`src/rtl/serial_pkg.sv`:
```
`default_nettype none
// ============================================================================
// Module      : serial_pkg
// Description : Shared definitions for the serial link (Serializador /
//               Deserializador). Holds the frame-state encoding, the default
//               frame width and the counter-width helper.
// Revision    : 1.0 - initial release
// ============================================================================
package serial_pkg;

   // Default bits per frame, shared by both ends of the link.
   localparam int c_DATA_WIDTH_DEFAULT = 8;

   // Transmit frame states.
   typedef enum logic [1:0] {
      IDLE  = 2'd0,
      SHIFT = 2'd1,
      GAP   = 2'd2
   } serial_state_t;

   // Width of a counter that must hold 0..w-1; never narrower than 1 bit so
   // degenerate sizes (w <= 1) still produce a legal vector.
   function automatic int serial_cnt_width(input int w);
      int r;
      r = $clog2(w);
      if (r < 1) begin
         r = 1;
      end
      return r;
   endfunction

   // Bit-counter width for the default frame width.
   localparam int c_CNT_WIDTH_DEFAULT = $clog2(c_DATA_WIDTH_DEFAULT);

endpackage : serial_pkg
`default_nettype wire

```
`src/rtl/serializador.sv`:
```
`default_nettype none
// ============================================================================
// Module      : serializador
// Description : Parallel-to-serial transmitter. Accepts one word per
//               valid/ack handshake, shifts it out one bit per clock with
//               write_out framing each bit, inserts an inter-frame gap,
//               supports abort of a frame in flight and counts completed
//               frames.
// Ports       : clk           - transmit clock
//               reset         - synchronous active-high reset
//               data_in       - word to send, sampled on acceptance only
//               data_valid_in - source has a word on data_in
//               abort_in      - cancel the frame being shifted
//               ack_out       - one-cycle pulse, word accepted
//               data_out      - serial data bit
//               write_out     - high while data_out carries a frame bit
//               status_out    - 1 = busy (SHIFT or GAP), 0 = idle
//               frames_out    - completed-frame count, wraps 255 -> 0
// Revision    : 1.0 - initial release
// ============================================================================
module serializador
   import serial_pkg::*;
#(
   parameter int DATA_WIDTH = c_DATA_WIDTH_DEFAULT,
   parameter int GAP_CYCLES = 2,
   parameter bit MSB_FIRST  = 1'b1
) (
   input  logic                  clk,
   input  logic                  reset,
   input  logic [DATA_WIDTH-1:0] data_in,
   input  logic                  data_valid_in,
   input  logic                  abort_in,
   output logic                  ack_out,
   output logic                  data_out,
   output logic                  write_out,
   output logic                  status_out,
   output logic [7:0]            frames_out
);

   localparam int c_CNT_W = serial_cnt_width(DATA_WIDTH);
   localparam int c_GAP_W = serial_cnt_width(GAP_CYCLES);

   // Bit index on data_out during the final frame cycle.
   localparam logic [c_CNT_W-1:0] c_LAST_BIT = c_CNT_W'(DATA_WIDTH - 1);
   // Gap counter value during the final gap cycle.
   localparam logic [c_GAP_W-1:0] c_GAP_LAST =
      c_GAP_W'((GAP_CYCLES > 0) ? (GAP_CYCLES - 1) : 0);
   localparam bit c_HAS_GAP = (GAP_CYCLES > 0);

   serial_state_t         r_state;
   logic [DATA_WIDTH-1:0] r_shift;     // bits not yet placed on data_out
   logic [c_CNT_W-1:0]    r_bit_cnt;   // index of the bit currently on data_out
   logic [c_GAP_W-1:0]    r_gap_cnt;

   logic                  w_first_bit;
   logic [DATA_WIDTH-1:0] w_load_shift;
   logic                  w_next_bit;
   logic [DATA_WIDTH-1:0] w_next_shift;

   // The first bit goes straight to data_out on acceptance, so the shift
   // register is loaded already advanced by one position.
   generate
      if (MSB_FIRST) begin : g_msb_first
         assign w_first_bit  = data_in[DATA_WIDTH-1];
         assign w_load_shift = {data_in[DATA_WIDTH-2:0], 1'b0};
         assign w_next_bit   = r_shift[DATA_WIDTH-1];
         assign w_next_shift = {r_shift[DATA_WIDTH-2:0], 1'b0};
      end else begin : g_lsb_first
         assign w_first_bit  = data_in[0];
         assign w_load_shift = {1'b0, data_in[DATA_WIDTH-1:1]};
         assign w_next_bit   = r_shift[0];
         assign w_next_shift = {1'b0, r_shift[DATA_WIDTH-1:1]};
      end
   endgenerate

   always_ff @(posedge clk) begin
      if (reset) begin
         r_state    <= IDLE;
         r_shift    <= '0;
         r_bit_cnt  <= '0;
         r_gap_cnt  <= '0;
         ack_out    <= 1'b0;
         data_out   <= 1'b0;
         write_out  <= 1'b0;
         status_out <= 1'b0;
         frames_out <= 8'd0;
      end else begin
         // ack is a single-cycle pulse; only an IDLE acceptance raises it.
         ack_out <= 1'b0;

         unique case (r_state)
            IDLE: begin
               if (data_valid_in) begin
                  r_shift    <= w_load_shift;
                  r_bit_cnt  <= '0;
                  data_out   <= w_first_bit;
                  write_out  <= 1'b1;
                  status_out <= 1'b1;
                  ack_out    <= 1'b1;
                  r_state    <= SHIFT;
               end
            end

            SHIFT: begin
               if (abort_in) begin
                  // Abort has priority over the last-bit edge: no count, no gap.
                  r_bit_cnt  <= '0;
                  data_out   <= 1'b0;
                  write_out  <= 1'b0;
                  status_out <= 1'b0;
                  r_state    <= IDLE;
               end else if (r_bit_cnt == c_LAST_BIT) begin
                  r_bit_cnt  <= '0;
                  data_out   <= 1'b0;
                  write_out  <= 1'b0;
                  frames_out <= frames_out + 8'd1;
                  if (c_HAS_GAP) begin
                     r_gap_cnt  <= '0;
                     status_out <= 1'b1;
                     r_state    <= GAP;
                  end else begin
                     status_out <= 1'b0;
                     r_state    <= IDLE;
                  end
               end else begin
                  data_out  <= w_next_bit;
                  r_shift   <= w_next_shift;
                  r_bit_cnt <= r_bit_cnt + c_CNT_W'(1);
               end
            end

            GAP: begin
               if (r_gap_cnt == c_GAP_LAST) begin
                  r_gap_cnt  <= '0;
                  status_out <= 1'b0;
                  r_state    <= IDLE;
               end else begin
                  r_gap_cnt <= r_gap_cnt + c_GAP_W'(1);
               end
            end

            default: begin
               r_bit_cnt  <= '0;
               r_gap_cnt  <= '0;
               data_out   <= 1'b0;
               write_out  <= 1'b0;
               status_out <= 1'b0;
               r_state    <= IDLE;
            end
         endcase
      end
   end

endmodule : serializador
`default_nettype wire
```
`config.mk`:
```
export PLATFORM = sky130hd
export DESIGN_NAME = serializador
export DESIGN_NICKNAME = d
export VERILOG_FILES = /design/src/rtl/serial_pkg.sv /design/src/rtl/serializador.sv
export SDC_FILE = /design/constraint.sdc
export NUM_CORES = 1
export LEC_CHECK = 0
export ABC_AREA = 1
export BUFFER_PORTS_ARGS = -buffer_cell sky130_fd_sc_hd__buf_4
export CELL_PAD_IN_SITES_DETAIL_PLACEMENT = 1
export CELL_PAD_IN_SITES_GLOBAL_PLACEMENT = 1
export CORE_UTILIZATION = 34
export DETAILED_ROUTE_END_ITERATION = 10
export HOLD_SLACK_MARGIN = 0.03
export MAX_ROUTING_LAYER = met4
export PLACE_DENSITY = 0.71
export SLEW_MARGIN = 25
export SYNTH_ARGS = -nofsm -noshare
export SYNTH_HDL_FRONTEND = slang
export SYNTH_SLANG_ARGS = --single-unit
```
`constraint.sdc`:
```
create_clock -name clk -period 1.5 [get_ports clk]
set_input_delay 0 -clock clk [delete_from_list [all_inputs] [get_ports clk]]
set_output_delay 0 -clock clk [all_outputs]
set_load 0.01 [all_outputs]
```
Word level (Yosys, flattened, before mapping)
Index checks and enable logic that the tools add are counted.
{"block": "totals", "reg_bits": 26, "input_bits": 12, "out_inout_bits": 12, "word_cells": 62}
{"block": "classes", "add_sub_neg": 3, "n_eq_ne": 9, "muxes": 29, "bitwise_logic": 3, "reduce_logical": 9}
{"op": "$mux 8", "n": 3}
{"op": "$pmux 8 s2", "n": 1}
{"op": "$mux 1", "n": 12}
{"op": "$pmux 1 s3", "n": 4}
{"op": "$reduce_and 3->1", "n": 4}
{"op": "$ne 2x2->1 const B", "n": 5}
{"op": "$mux 3", "n": 3}
{"op": "$pmux 3 s3", "n": 1}
{"op": "$add 8x1->8 const B", "n": 1}
{"op": "$mux 2", "n": 4}
{"op": "$pmux 2 s3", "n": 1}
{"op": "$reduce_and 4->1", "n": 1}
{"op": "$add 3x1->3 const B", "n": 1}
{"op": "$eq 3x3->1 const B", "n": 1}
{"op": "$ne 3x3->1 const B", "n": 1}
{"op": "$not 1->1", "n": 3}
{"op": "$eq 2x1->1 const B", "n": 1}
{"op": "$eq 2x2->1 const B", "n": 1}
{"op": "$logic_not 2->1", "n": 1}
{"op": "$reduce_and 2->1", "n": 1}
{"op": "$reduce_bool 2->1", "n": 1}
{"op": "$reduce_or 2->1", "n": 1}
{"op": "$add 1x1->1 const B", "n": 1}

Logic depth before layout (Yosys ltp)
Gate-level depths: netlist (run 1).
{"block": "logic_depth", "depth_word": 4, "depth_mapped": 8, "mapped_depth_nobuf": 8}

Least setup slack after synthesis (run 1)
Ideal clock, no wire load.
{"block": "synth_path", "path_kind": "flip-flop to flip-flop", "start": "reg r_bit_cnt[0]", "end": "reg r_shift[3]", "setup_time_ps": 113, "t_arrival_ps": 1299, "t_required_ps": 1387, "setup_slack_ps": 88, "stages_incl_launch_ff": 8, "path_buffers": 1, "period_less_slack_ps": 1412, "path_cell_list": "dfxtp_1 ha_1 ha_1 a21oi_1 nand3_4 buf_6 nor2_1 nor2_1"}
{"block": "synth_via", "elab_chain_len": 3}
{"element": "start: declaration", "line_no": "serializador.sv:52", "rtl": "logic [c_CNT_W-1:0] r_bit_cnt;"}
{"element": "start signal: assignment", "line_no": "serializador.sv:128", "rtl": "r_bit_cnt <= r_bit_cnt + c_CNT_W'(1);"}
{"element": "$eq 3x3->1", "line_no": "serializador.sv:112", "rtl": "end else if (r_bit_cnt == c_LAST_BIT) begin"}
{"element": "$ne 2x2->1 (no source line)"}
{"element": "$reduce_and 4->1 (no source line)"}
{"element": "end signal: assignment", "line_no": "serializador.sv:94", "rtl": "r_shift <= w_load_shift;"}
{"element": "end signal: assignment", "line_no": "serializador.sv:127", "rtl": "r_shift <= w_next_shift;"}
{"element": "end: declaration", "line_no": "serializador.sv:51", "rtl": "logic [DATA_WIDTH-1:0] r_shift;"}
No other way between the ends.
A chain may end at the register's enable or synchronous reset.

Worst setup path after layout (run 1)
{"block": "layout_path", "start": "reg r_bit_cnt[0]", "end": "reg frames_out[7]"}
{"block": "layout_via", "elab_chain_len": 2}
{"element": "$eq 3x3->1", "line_no": "serializador.sv:112"}
{"element": "$reduce_and 3->1 (no source line)"}
{"element": "end signal: assignment", "line_no": "serializador.sv:116", "rtl": "frames_out <= frames_out + 8'd1;"}
{"element": "end: declaration", "line_no": "serializador.sv:37", "rtl": "output logic [7:0] frames_out"}
No other way between the ends.

==> results.cfg, run 1 <==
[status]
status = completed

[global_route]
antenna_found_initial = 0
grt_pass1_vias = 1204
grt_max_degree = 16
grt_pass1_wl_um = 5130
grt.total_usage_pct = 17.2
overflow = 0

[cells_and_area]
post-route-util_pct = 45.9
syn2layout_area_growth_pct = 25.3
instances_no_fill = 259
layout-drive-gt1-share_pct = 20.2
fin_nets = 230
antenna_cells = 0

[sta]
hold_slack_ns = 0.0472
tightest_slew_ns = 0.330
fmax_ghz = 0.727
period_needed_ns = 1.38
rsz0062_at_grt = no
clock_skew_ns = 0.00923
maxSlewHeadroom_pct = 78.0
setup_tns_ns = 0
drv_slew = 0
fin_crit_sh_pct = 91.7
final_hold_viol_count = 0
finalSetupViolCount = 0

[synthesis]
synth_edf_count = 0
async_flop_share_pct = 0
syn-instance-count = 187
ys_ff_latch = 25
ys_warn_count = 0
synth_xor_area_share_pct = 0
synth_most_common_cell = nand2_1
ys_types = 22
syn_area_um2 = 1260
ys.flop_type = dfxtp_1
synth_nets = 203
yosysTopAreaCellShare_pct = 39.7
synthTopCellsByArea = dfxtp_1 40%, nand2_1 16%, nor2_1 8.6%, inv_1 6.5%, nand3_1 5.6%
synth_compound_area_share_pct = 7.54
synth_common_cells = 54 x nand2_1, 29 x nor2_1, 25 x dfxtp_1, 22 x inv_1, 14 x nand3_1
syn_area_per_cell_um2 = 6.74
synth_mux_area_share_pct = 0
yosysTopAreaCell = dfxtp_1
ys_seq_area_share_pct = 39.7
synth_top_family_by_area = simple AND/OR/NAND/NOR gates
yosys.area_share.adder_pct = 3.97
synthSimpleGateAreaFrac_pct = 38.3

[pwr]
powerDensity_nw_per_um2 = 842
power.internal_w = 0.000964
finalPower_w = 0.00133
seq_power_share_pct = 53.3
switchingPower_w = 0.000366
pwr-share-comb_pct = 14.6
power_leakage_nw = 0.752
peakVddDrop_v = 0.000362
power.share.clock_pct = 32.1
swShare_pct = 27.5

[placed_design]
port_buffers = 23
gp_congestion = 0.792
place_hpwl_um = 2190
dp_cells = 252

[worst_setup_path]
path_cells = ha_4 > ha_4 > nand2_1 > nor2_4 > buf_12 > nand3_1 > nand2_1 > inv_1 > nor2_1
critPathCaptureType = register
crit_path_start_kind = register
crit_type = reg2reg
cpMaxStageDelayCell = dfxtp_2
slowest_delay_ns = 0.37
worstPathArrival_ns = 1.60
worst_ep_required_time_ns = 1.72
crit_fanout = 15

[floorplan]
die_w_um = 62.9
floorplan.initialDensity_pct = 36.6
ios = 24
std_cell_rows = 21
dieHeight_um = 62.9
core-area_um2 = 3440
die_area_um2 = 3960

[route]
viasPerCell = 4.74
via_count = 1228
first_pass_iters = 4
wl_per_cell_um = 11.5
finalWirelength_um = 2970
antenna_left = 0
drc = 0
drt_first_iter_violations = 83

[clock_tree]
htreeDepth = 1
cts_tree = done
clock_latency_ns = 0.28
path_clk_slew_ns = 0.10
cts_buffers = 3
ctsLongestPathBuffers = 2
clock_sinks = 25
cts_root_buf = clkbuf_8

[job]
maxCapViolations = 0

[worst_hold_path]
hp-class = in2reg
-- worst paths after layout --
check | startpoint | endpoint | slack (ns) | depth (start not counted)
worst max-delay path | r_bit_cnt[0] | frames_out[7] | 0.12 | 9
worst min-delay path | data_in[5] | r_shift[6] | 0.05 | 5
worst max register to register | r_bit_cnt[0] | frames_out[7] | 0.12 | 9
worst min register to register | data_out | data_out | 0.47 | 2
-- what timing repair did --
item | 4_1_cts | 5_1_grt
hold buffers | 2 | 0
buffers inserted | 1 | 0
hold endpoints to repair | 8 | 0
pin swaps | 1 | 0
endpoints found under the setup margin | 6 | 6
resized for setup | 3 | 4
-- kinds of logic after synthesis --
logic type / Yosys count
AOI/OAI and AO/OA: 19
buffers and inverters: 30
DFF: 25
and+or+nand+nor: 109
adders and majority gates: 4
-- worst max-delay path, delay by kind of cell (launching register included) --
family,cells,cell delay [ns]
buffers and inverters,2,0.18
adders and majority gates,2,0.30
and+or+nand+nor,5,0.47
DFF,1,0.37
-- registers in the layout, summed over array words and instances, names as in the netlist --
name,flops
r_gap_cnt,1
r_bit_cnt,3
status_out,1
write_out,1
data_out,1
r_state,2
r_shift,7
ack_out,1
frames_out,8
-- per-layer routing --
layer,track usage (%),up-vias,share of wire (%)
li1,-,630,-
met1,19.3,574,46
met2,28.6,18,49
met3,2.92,6,3.4
met4,9.30,0,2.2
met5,-,-,0
-- layout by cell type, fill, tap and decap left out --
master and instances:
nand2_4 1, o21ai_0 7, nand4_1 3, nor3_1 1, nand2_1 54, clkbuf_8 3, buf_12 1, nor2_4 2
clkinvlp_4 1, nand3_4 1, ha_4 2, dfxtp_2 2, nor2_2 1, nand3_1 14, buf_4 24, inv_1 22
ha_1 2, clkinv_1 1, nor2_1 29, inv_2 2, a21oi_2 1, a21oi_1 11, dlygate4sd3_1 2, nand3b_1 1
dfxtp_1 23, nand2_2 2
-- power by group through the flow --
stage          Sequential, W  Combinational, W  Clock (W)
3_5_place_dp        0.000724          0.000191          0
4_1_cts             0.000709          0.000197   0.000439
5_1_grt             0.000714          0.000223   0.000473
3_3_place_gp        0.000723          0.000184          0
6_report            0.000710          0.000194   0.000427
2_1_floorplan       0.000726          0.000129          0
-- layout make-up --
cell class,count,area (µm²)
clock buffers,3,41.3
well taps,46,57.6
inverters,25,93.8
repair buffers,27,220
clock inverters,1,7.51
multi-input cells,132,657
flip-flops and latches,25,503
fillers,456,1860
-- per-stage QoR --
stage                     setup slack, ns  cell area [µm²]
after floorplan                    0.0882             1260
after global placement             0.0524             1460
after detailed placement          -0.0190             1460
after CTS                         0.00440             1560
after global routing              0.00333             1580
final                               0.124             1580
Power figures use the tool's default switching activity.
==> inputs of run 2 (changes only) <==
--- a/config.mk
+++ b/config.mk
@@ -7,13 +7,11 @@
 export LEC_CHECK = 0
 export ABC_AREA = 1
 export BUFFER_PORTS_ARGS = -buffer_cell sky130_fd_sc_hd__buf_4
-export CELL_PAD_IN_SITES_DETAIL_PLACEMENT = 1
-export CELL_PAD_IN_SITES_GLOBAL_PLACEMENT = 1
-export CORE_UTILIZATION = 34
+export CORE_UTILIZATION = 35
 export DETAILED_ROUTE_END_ITERATION = 10
 export HOLD_SLACK_MARGIN = 0.03
 export MAX_ROUTING_LAYER = met4
-export PLACE_DENSITY = 0.71
+export PLACE_DENSITY = 0.54
 export SLEW_MARGIN = 25
 export SYNTH_ARGS = -nofsm -noshare
 export SYNTH_HDL_FRONTEND = slang
==> run 2 against run 1 <==
Compared with the run above: power is 8.7% lower; clock skew fell by 0.0067 ns; critical endpoint unchanged; utilization up 1.8 points; wire length down 14%; highest routed layer unchanged; largest cell class unchanged.
==> results.cfg, run 2 (synthesis results as in run 1) <==
[status]
status = completed

[clock_tree]
cts_root_buf = clkbuf_4
path_clk_slew_ns = 0.13
cts_tree = done
clock_latency_ns = 0.32
htreeDepth = 1
ctsLongestPathBuffers = 2
clock_sinks = 25
cts_buffers = 3

[global_route]
antenna_found_initial = 0
gr-usage-met1_pct = 17.0
gr-usage-met2_pct = 26.1
grt_pass1_vias = 1029
grt_max_degree = 16
grt_pass1_wl_um = 4190
grt.total_usage_pct = 15.3
busiest_layer = met2
grt.met3_usage_pct = 2.48
overflow = 0

[floorplan]
core-area_um2 = 3390
ios = 24
std_cell_rows = 21
dieHeight_um = 62.0
die_w_um = 62.0
die_area_um2 = 3850
floorplan.initialDensity_pct = 37.2

[worst_setup_path]
crit_type = reg2reg
slowest_delay_ns = 0.36
worst_ep_required_time_ns = 1.77
cpMostUsedCell = nand2_1
crit_fanout = 15
worstPathArrival_ns = 1.66
cpMaxStageDelayCell = dfxtp_2
path_cells = ha_2 > ha_4 > nand2_1 > nor2_4 > buf_12 > nand3_1 > nand2_1 > inv_1 > nor2_1
critPathCaptureType = register
crit_path_start_kind = register
rrSetupSlack_ns = 0.11

[cells_and_area]
largest_register_ffs = 8
mostFrequentLayoutCells = 54 x nand2_1, 29 x nor2_1, 24 x buf_4
fin_nets = 237
layout_commonest_cell = nand2_1
reg_top3 = frames_out x8, r_shift x7, r_bit_cnt x3
multi_input_area_um2 = 647
syn2layout_area_growth_pct = 28.3
top_register = frames_out
antenna_cells = 0
layout-drive-gt1-share_pct = 19.1
fillers = 357
final-seq-area_um2 = 503

[sta]
hold_slack_ns = 0.0306
drv_slew = 0
maxSlewHeadroom_pct = 77.8
finalSetupViolCount = 0
setup_tns_ns = 0
tightest_slew_ns = 0.333
final_hold_viol_count = 0
clock_skew_ns = 0.00252
fmax_ghz = 0.718
fin_crit_sh_pct = 92.9
rsz0062_at_grt = no
period_needed_ns = 1.39

[placed_design]
place_hpwl_um = 1880
port_buffers = 23
gp_congestion = 0.765

[pwr]
power_leakage_nw = 0.774
peakVddDrop_v = 0.000348
powerDensity_nw_per_um2 = 751
finalPower_w = 0.00122

[worst_hold_path]
hp-class = in2reg

[route]
first_pass_iters = 4
via_count = 1201
drt_first_iter_violations = 27
drc = 0
wl_per_cell_um = 9.55
viasPerCell = 4.52
finalWirelength_um = 2540
antenna_left = 0

[job]
maxCapViolations = 0
[run 2: cell count changes in the layout (fill, tap and decap cells not counted)]
| cell | previous run | this run |
|---|---|---|
| clkbuf_8 | 3 | 0 |
| clkinvlp_4 | 1 | 0 |
| ha_2 | 0 | 1 |
| ha_4 | 2 | 1 |
| dlygate4sd3_1 | 2 | 9 |
| clkbuf_4 | 0 | 3 |
| clkbuf_1 | 0 | 1 |
[run 2: area by class of cell]
class,count,share of cell area [%]
sequential,25,31.1
inverter,25,5.80
tap,46,3.56
clock buffer,4,1.62
timing repair buffer,34,17.9
multi-input combinational,132,40.0
[run 2: repair_timing]
item / in CTS / in global routing
pin swaps: 1 / 0
setup endpoints to repair: 5 / 14
buffers inserted: 1 / 0
hold buffers: 9 / 0
hold endpoints to repair: 13 / 0
gates resized for setup: 1 / 5
[run 2: routing by layer]
metal,part of all wire [%],routed length [µm],vias to the layer above
li1,-,-,648
met2,49,1240,22
met5,0,0,-
met1,46,1170,526
met3,3.2,80,5
met4,2.1,54,0
[run 2: stage by stage]
step           worst slack [ns]  instances  utilization (%)  area, µm²
3_3_place_gp             0.0466        252             43.1       1460
5_1_grt                 0.00376        266             47.7       1620
2_1_floorplan            0.0882        187                -       1260
6_report                  0.107        266             47.7       1620
4_1_cts                 0.00996        266             47.2       1600
3_5_place_dp            0.00571        252             43.1       1460
[run 2: critical path, delay by kind of cell (launching register included)]
family	cells	cell delay [ns]
buffers and inverters	2	0.17
and+or+nand+nor	5	0.46
adders and majority gates	2	0.35
DFF	1	0.36
[run 2: final timing paths]
| kind | from | end | cells after the start |
|---|---|---|---|
| setup / recovery | r_bit_cnt[0] | frames_out[7] | 9 |
| hold / removal | data_in[2] | r_shift[3] | 5 |
| setup reg to reg | r_bit_cnt[0] | frames_out[7] | 9 |
| hold reg to reg | r_shift[1] | r_shift[1] | 2 |
[run 2: report_power, final]
| part | internal, W | switching, W |
|---|---|---|
| Sequential | 0.000695 | 0.0000150 |
| Clock | 0.000104 | 0.000200 |
| Combinational | 0.0000919 | 0.000110 |
==> inputs of run 3 (changes only) <==
--- a/config.mk
+++ b/config.mk
@@ -7,11 +7,12 @@
 export LEC_CHECK = 0
 export ABC_AREA = 1
 export BUFFER_PORTS_ARGS = -buffer_cell sky130_fd_sc_hd__buf_4
+export CORE_ASPECT_RATIO = 0.6
 export CORE_UTILIZATION = 35
 export DETAILED_ROUTE_END_ITERATION = 10
 export HOLD_SLACK_MARGIN = 0.03
 export MAX_ROUTING_LAYER = met4
-export PLACE_DENSITY = 0.54
+export PLACE_DENSITY = 0.52
 export SLEW_MARGIN = 25
 export SYNTH_ARGS = -nofsm -noshare
 export SYNTH_HDL_FRONTEND = slang
==> constraint.sdc (replaced) <==
create_clock -name clk -period 1.7 [get_ports clk]
set_input_delay 0 -clock clk [delete_from_list [all_inputs] [get_ports clk]]
set_output_delay 0 -clock clk [all_outputs]
set_load 0.01 [all_outputs]
==> run 3 against run 2 <==
Compared with the run above: critical path depth decreased by 2; register-to-register slack improved by 0.09 ns; non-clock buffer count decreased by 7; maximum frequency decreased by 7.5%; critical path type unchanged; utilization decreased by 1.7 points; power decreased by 5.6%; largest cell class unchanged; final cell count decreased by 2.6%.
==> results.cfg, run 3 (synthesis results as in run 1) <==
[status]
status = completed

[route]
finalWirelength_um = 2760
antenna_left = 0
via_count = 1181
first_pass_iters = 4
wl_per_cell_um = 10.6
drt_first_iter_violations = 69
viasPerCell = 4.56
drc = 0

[worst_setup_path]
reg2reg_depth = 7
worst_ep_required_time_ns = 1.86
crit_type = reg2reg
crit-reg2reg-launch = r_bit_cnt[0]
path_cells = ha_1 > ha_1 > nand2_1 > nor2_2 > nand3_1 > nand2_1 > nor2_1
cpMaxStageDelayCell = dfxtp_1
slowest_delay_ns = 0.36
crit_fanout = 6
startpoint = r_bit_cnt[0]
critPathCaptureType = register
worstPathArrival_ns = 1.67
timing.rr.end = frames_out[5]
rrSetupSlack_ns = 0.19
crit_path_start_kind = register

[worst_hold_path]
worstHoldPathCells = 5
hp-start = data_in[7]
hp-class = in2reg
holdPathEnd = data_out

[pwr]
peakVddDrop_v = 0.000372
finalPower_w = 0.00115
powerDensity_nw_per_um2 = 746
power_leakage_nw = 0.755

[floorplan]
die_w_um = 79.5
die_area_um2 = 3860
dieHeight_um = 48.5
std_cell_rows = 16
core-area_um2 = 3340
floorplan.initialDensity_pct = 37.7
ios = 24

[clock_tree]
cts_tree = done
cts_root_buf = clkbuf_8
cts_buffers = 3
clock_sinks = 25
htreeDepth = 1
path_clk_slew_ns = 0.09
ctsLongestPathBuffers = 2
clock_latency_ns = 0.27
cts_resized = 0

[sta]
fin_crit_sh_pct = 88.6
final_hold_viol_count = 0
drv_slew = 0
fmax_ghz = 0.664
clock_skew_ns = 0.00745
hold_slack_ns = 0.0726
period_needed_ns = 1.51
setup_tns_ns = 0
finalSetupViolCount = 0
maxSlewHeadroom_pct = 78.6
tightest_slew_ns = 0.320
rsz0062_at_grt = no

[cells_and_area]
top_register = frames_out
antenna_cells = 0
layout_commonest_cell = nand2_1
syn2layout_area_growth_pct = 21.9
largest_register_ffs = 8
fin_nets = 231
layout-drive-gt1-share_pct = 17.8
mostFrequentLayoutCells = 54 x nand2_1, 29 x nor2_1, 25 x dfxtp_1, 25 x buf_4, 22 x inv_1
reg_top3 = frames_out x8, r_shift x7, r_bit_cnt x3

[global_route]
grt_pass1_vias = 996
grt_pass1_wl_um = 4440
grt_max_degree = 16
overflow = 0
grt.total_usage_pct = 15.2
antenna_found_initial = 0

[placed_design]
port_buffers = 23
place_hpwl_um = 2010
gp_congestion = 0.795

[job]
maxCapViolations = 0
run 3: worst max-delay path, delay by kind of cell (launching register included):
kind	cells	cell delay, ns
DFF	1	0.36
adders and majority gates	2	0.37
and+or+nand+nor	5	0.66
run 3: repair_timing:
item	CTS	global route
setup endpoints to repair	0	2
endpoints found under the hold margin	8	0
hold buffers	2	0
setup buffers	0	1
run 3: metrics by stage:
step / setup WS (ns) / cells / util [%] / instance area [µm²]
2_1_floorplan: 0.288 / 187 / - / 1260
3_3_place_gp: 0.249 / 251 / 43.6 / 1460
3_5_place_dp: 0.216 / 251 / 43.6 / 1460
4_1_cts: 0.187 / 257 / 45.6 / 1520
5_1_grt: 0.00560 / 259 / 46.0 / 1540
6_report: 0.193 / 259 / 46.0 / 1540
run 3: final cells by class:
| cell class | count | area, µm² |
|---|---|---|
| fillers | 345 | 1810 |
| multi-input cells | 133 | 634 |
| flip-flops and latches | 25 | 500 |
| repair buffers | 27 | 208 |
| inverters | 25 | 93.8 |
| well taps | 45 | 56.3 |
| clock buffers | 4 | 45.0 |
run 3: metal layers:
metal,vias to the layer above,global-route usage [%],wire length [µm]
met5,-,-,0
met4,0,1.82,12
met3,2,5.09,120
met2,20,20.9,1060
met1,522,22.0,1570
li1,637,-,-
run 3: how the worst max path moves through the flow:
stage | cells past startpoint | to
floorplan | 7 | r_shift[3]
global placement | 6 | r_shift[5]
detailed placement | 8 | frames_out[6]
CTS | 8 | frames_out[6]
global route | 7 | r_shift[6]
finish | 7 | frames_out[5]
run 3: power by group:
part	leakage [nW]	internal (W)	switching (W)
Clock	0.0228	0.000168	0.000184
Combinational	0.528	0.0000707	0.0000997
Sequential	0.204	0.000612	0.0000127
